## src/rtl/accfxp_blk_obf.sv

```systemverilog
// Block accumulator: sums `count` signed samples into a wider accumulator and
// emits each block sum on a valid/ready register. The key selects saturate (1) or wrap (0).
module accfxp_blk_obf #(
   parameter int unsigned width     = 16,
   parameter int unsigned acc_width = 24,
   parameter int unsigned count     = 8
) (
   input  logic                 clk,
   input  logic                 rst,
   input  logic                 in_valid,
   input  logic [width-1:0]     in_data,
   output logic                 in_ready,
   output logic                 out_valid,
   output logic [acc_width-1:0] out_data,
   output logic                 out_ovf,
   input  logic                 out_ready,
   input  logic [0:0]           working_locking_key
);

   localparam int unsigned CNT_W = (count > 1) ? $clog2(count) : 1;
   localparam logic [CNT_W-1:0]     CNT_LAST = CNT_W'(count - 1);
   localparam logic [acc_width-1:0] ACC_MAX  = {1'b0, {(acc_width-1){1'b1}}};
   localparam logic [acc_width-1:0] ACC_MIN  = {1'b1, {(acc_width-1){1'b0}}};

   typedef enum logic {ACCUM, HOLD} state_t;

   state_t               state_r, state_nx;
   logic [acc_width-1:0] acc_r;
   logic [CNT_W-1:0]     cnt_r;
   logic                 ovf_r;

   logic                 accept;
   logic                 last;
   logic [acc_width:0]   in_ext;
   logic [acc_width:0]   exact;
   logic                 step_ovf;
   logic [acc_width-1:0] result;

   assign in_ready = (state_r == ACCUM) && !rst;
   assign accept   = in_valid && in_ready;
   assign last     = (cnt_r == CNT_LAST);

   // One guard bit above the accumulator is enough to detect any single-step overflow.
   assign in_ext   = {{(acc_width+1-width){in_data[width-1]}}, in_data};
   assign exact    = {acc_r[acc_width-1], acc_r} + in_ext;
   assign step_ovf = exact[acc_width] != exact[acc_width-1];

   always_comb begin
      result = exact[acc_width-1:0];
      if (working_locking_key[0] && step_ovf)
         result = exact[acc_width] ? ACC_MIN : ACC_MAX;
   end

   always_comb begin
      state_nx = state_r;
      case (state_r)
         ACCUM:   if (accept && last) state_nx = HOLD;
         HOLD:    if (out_ready)      state_nx = ACCUM;
         default: state_nx = ACCUM;
      endcase
   end

   always_ff @(posedge clk or posedge rst) begin
      if (rst) begin
         state_r   <= ACCUM;
         acc_r     <= '0;
         cnt_r     <= '0;
         ovf_r     <= 1'b0;
         out_valid <= 1'b0;
         out_data  <= '0;
         out_ovf   <= 1'b0;
      end else begin
         state_r <= state_nx;
         if (accept) begin
            if (last) begin
               out_data  <= result;
               out_ovf   <= ovf_r | step_ovf;
               out_valid <= 1'b1;
               acc_r     <= '0;
               cnt_r     <= '0;
               ovf_r     <= 1'b0;
            end else begin
               acc_r <= result;
               cnt_r <= cnt_r + 1'b1;
               ovf_r <= ovf_r | step_ovf;
            end
         end
         if (state_r == HOLD && out_ready)
            out_valid <= 1'b0;
      end
   end

endmodule

```

## config.mk

```make
export PLATFORM = sky130hd
export DESIGN_NAME = accfxp_blk_obf
export DESIGN_NICKNAME = d
export VERILOG_FILES = /design/src/rtl/accfxp_blk_obf.sv
export SDC_FILE = /design/constraint.sdc
export NUM_CORES = 1
export LEC_CHECK = 0
export ABC_CLOCK_PERIOD_IN_PS = 2750
export CAP_MARGIN = 30
export CORE_MARGIN = 2
export CORE_UTILIZATION = 55
export CTS_CLUSTER_SIZE = 12
export DETAILED_ROUTE_END_ITERATION = 16
export GPL_TIMING_DRIVEN = 1
export HOLD_SLACK_MARGIN = 0.05
export PLACE_DENSITY = 0.76
export SYNTH_ARGS = -nofsm -noshare
export SYNTH_HDL_FRONTEND = slang
export SYNTH_SLANG_ARGS = --single-unit
```

## constraint.sdc

```tcl
create_clock -name clk -period 2.75 [get_ports clk]
set_input_delay 0.4125 -clock clk [delete_from_list [all_inputs] [get_ports clk]]
set_output_delay 0.4125 -clock clk [all_outputs]
set_load 0.05 [all_outputs]
```

==> impl_metrics.tcl <==
set metrics [dict create \
    grt_pass1_wl_um 17700 \
    p_total_mw 7.73 \
    ioPinCount 48 \
    fmax_mhz 359 \
    setup_slack_ps -35.0 \
    synth_top_cell_area_share_pct 37.2 \
    synth_fp_nets 453 \
    clock_sinks 55 \
    leakagePower_nw 2.39 \
    drive_gt1_share_pct 38.5 \
    clock_skew_ps 6.75 \
    clk_latency_ps 310 \
    synthTopCellsByArea "dfrtp_1 37%, ha_1 8.8%, a21oi_1 7.4%" \
    yosysWarnings 0 \
    dr.pass1.iters 5 \
    dp_hpwl_um 7240 \
    ctsRootBufferMaster "clkbuf_8" \
    rsz0062_at_grt "true" \
    antenna_found_initial 0 \
    port_buffers 47 \
    vias 3710 \
    clk_pin_slew_ps 100 \
    crit_type "input port to register" \
    finalHoldViolCount 0 \
    synth-seq-cells 55 \
    drc 0 \
    synth.avg_cell_area_um2 9.14 \
    die-area_um2 7400 \
    synth_top_cell_by_area "dfrtp_1" \
    postCtsHoldBufs 0 \
    grtUsageMet1_pct 37.4 \
    synth_edf_count 0 \
    p_per_area_nw_per_um2 1410 \
    crit_arrival_ps 3010 \
    start_kind "input port" \
    ys.flop_type "dfrtp_1" \
    finalCritPeriodShare_pct 101 \
    grt_use_met2_pct 53.8 \
    min_path_type "register to register" \
    tightest_slew_ps 613 \
    cts_tree "yes" \
    fin_crit_ps 2790 \
    cp-end-kind "register" \
    place.gp.congestion 0.908 \
    synthArstFlopShare_pct 100 \
    ff2ff_setup_slack_ps -40 \
    dp_slack_ps -646 \
    grt_max_degree 29 \
    violations "setup timing" \
    max-clock-path-buffers 2 \
    synthDistinctLibCells 52 \
    overflow 0 \
    cts_buffers 5 \
    finalMaxSlewViolations 0 \
    max-vdd-ir-drop_mv 0.815 \
    die_w_um 86.0 \
    slew_headroom_pct 59.1 \
    coreArea_um2 6420 \
    critPathRequiredTime_ps 2980 \
    antenna_left 0 \
    die_height_um 86.0 \
    cap_viol_max_count 0 \
    nNetsFinal 582 \
    syn_area_um2 3700 \
    drt_iter0_drc 283 \
    seq_area_frac_synth_pct 37.2 \
    area_delta_synth_final_pct 48.4 \
    htreeDepth 2 \
    diodes 0 \
    grt_pass1_vias 3650 \
    path_max_fanout 8 \
    grtUsageTotal_pct 30.5 \
    initial_utilization_pct 57.6 \
    num_rows 29 \
    setup_viol 3 \
    outcome "finished with violations" \
    met3_usage_pct 4.81 \
    synthCells 405 \
    grt_busiest_layer "met2" \
    routed_via_density 6.06 \
    synth_commonest_cells "55 x a21oi_1, 55 x dfrtp_1, 42 x o21ai_0, 32 x nand2_1, 32 x nor2_1" \
    wl_per_cell_um 19.4 \
    routed_wl_um 11900 \
]
power breakdown:
part	leakage, nW	switching (mW)	internal (mW)
Combinational	1.67	3.19	2.58
Clock	0.0515	0.263	0.231
Sequential	0.666	0.282	1.19
Total	2.39	3.73	4.00
path summary, 6_finish.rpt:
| path | from | endpoint | cells after the start |
|---|---|---|---|
| worst min-delay path | out_data[8] | out_data[8] | 2 |
| worst min register to register | out_data[8] | out_data[8] | 2 |
| min in group asynchronous | rst | cnt_r[2] | 2 |
| worst max register to register | acc_r[0] | acc_r[1] | 12 |
| worst max-delay path | in_data[7] | acc_r[1] | 11 |
| max in group asynchronous | rst | acc_r[10] | 3 |
critical path, cell delays in order:
cell and delay (ps):
clkdlybuf4s50_1 450, ha_4 310, o21ai_1 70, a211o_1 330
a31oi_4 200, o211ai_2 140, and2_2 240, xnor2_4 310
buf_4 240, o21bai_2 100, a21oi_1 210
metrics by stage:
| stage | cells | setup TNS [ps] | cell area (µm²) | hold slack (ps) | util (%) |
|---|---|---|---|---|---|
| CTS | 606 | 0 | 5220 | 493 | 81.2 |
| floorplan | 405 | 0 | 3700 | 441 | - |
| detailed placement | 586 | -28560 | 4780 | 475 | 74.4 |
| global route | 612 | -1770 | 5490 | 521 | 85.5 |
| global placement | 586 | -25290 | 4780 | 457 | 74.4 |
| finish | 612 | -42.6 | 5490 | 493 | 85.5 |
state kept, by name (all words and copies together), names as in the netlist:
register and cells:
out_data 24, acc_r 24, ovf_r 1, state_r 1, out_ovf 1, cnt_r 3, out_valid 1
cell type report:
class / instances / area (µm²)
Clock buffer: 8 / 100
Fill cell: 375 / 931
Inverter: 10 / 37.5
Multi-Input combinational cell: 317 / 2540
Sequential cell: 55 / 1380
Tap cell: 77 / 96.3
Timing Repair Buffer: 145 / 1340
cell families (layout without fill, tap and decap cells):
group                      Yosys count  in the layout  share of synthesized area (%)
AOI/OAI and AO/OA                  172            172                           30.8
and+or+nand+nor                     92             93                           11.6
DFF                                 55             55                           37.2
buffers and inverters               34            163                           4.94
adders and majority gates           27             27                           9.33
xor gates and xnor gates            24             24                           5.88
muxes                                1              1                          0.270
timing repair:
| action | CTS | global route |
|---|---|---|
| resized for setup | 47 | 52 |
| cloned | 3 | 0 |
| setup endpoints to repair | 49 | 48 |
| pin swaps | 18 | 30 |
| setup buffers | 10 | 7 |
per-layer routing:
metal | up-vias | routed length, µm
met5 | - | 0
met4 | 0 | 422
met3 | 37 | 593
met2 | 145 | 6190
met1 | 1812 | 4670
li1 | 1716 | -
placed cells by master, fill, tap and decap left out, types with 3 or more instances in the layout:
| master | Yosys | final |
|---|---|---|
| buf_6 | 6 | 9 |
| o211ai_1 | 3 | 3 |
| clkdlybuf4s50_1 | 0 | 36 |
| clkbuf_8 | 0 | 7 |
| a21oi_2 | 17 | 39 |
| a31oi_1 | 3 | 3 |
| ha_1 | 26 | 10 |
| o21ai_0 | 42 | 34 |
| nand3b_1 | 3 | 3 |
| o21bai_1 | 3 | 3 |
| inv_2 | 0 | 3 |
| nor2_4 | 1 | 4 |
| buf_4 | 0 | 83 |
| nand2_1 | 32 | 31 |
| xnor2_1 | 13 | 13 |
| a21o_1 | 4 | 4 |
| and3_1 | 5 | 3 |
| inv_1 | 10 | 7 |
| xor2_1 | 10 | 10 |
| o21ai_1 | 6 | 14 |
| ha_4 | 0 | 16 |
| nor2_1 | 32 | 31 |
| dfrtp_1 | 55 | 55 |
| buf_12 | 0 | 5 |
| a21oi_1 | 55 | 31 |
| o21a_1 | 4 | 4 |
| o21ai_2 | 16 | 16 |
| dlymetal6s2s_1 | 0 | 8 |
No activity file was read; power rests on OpenSTA's default activity.
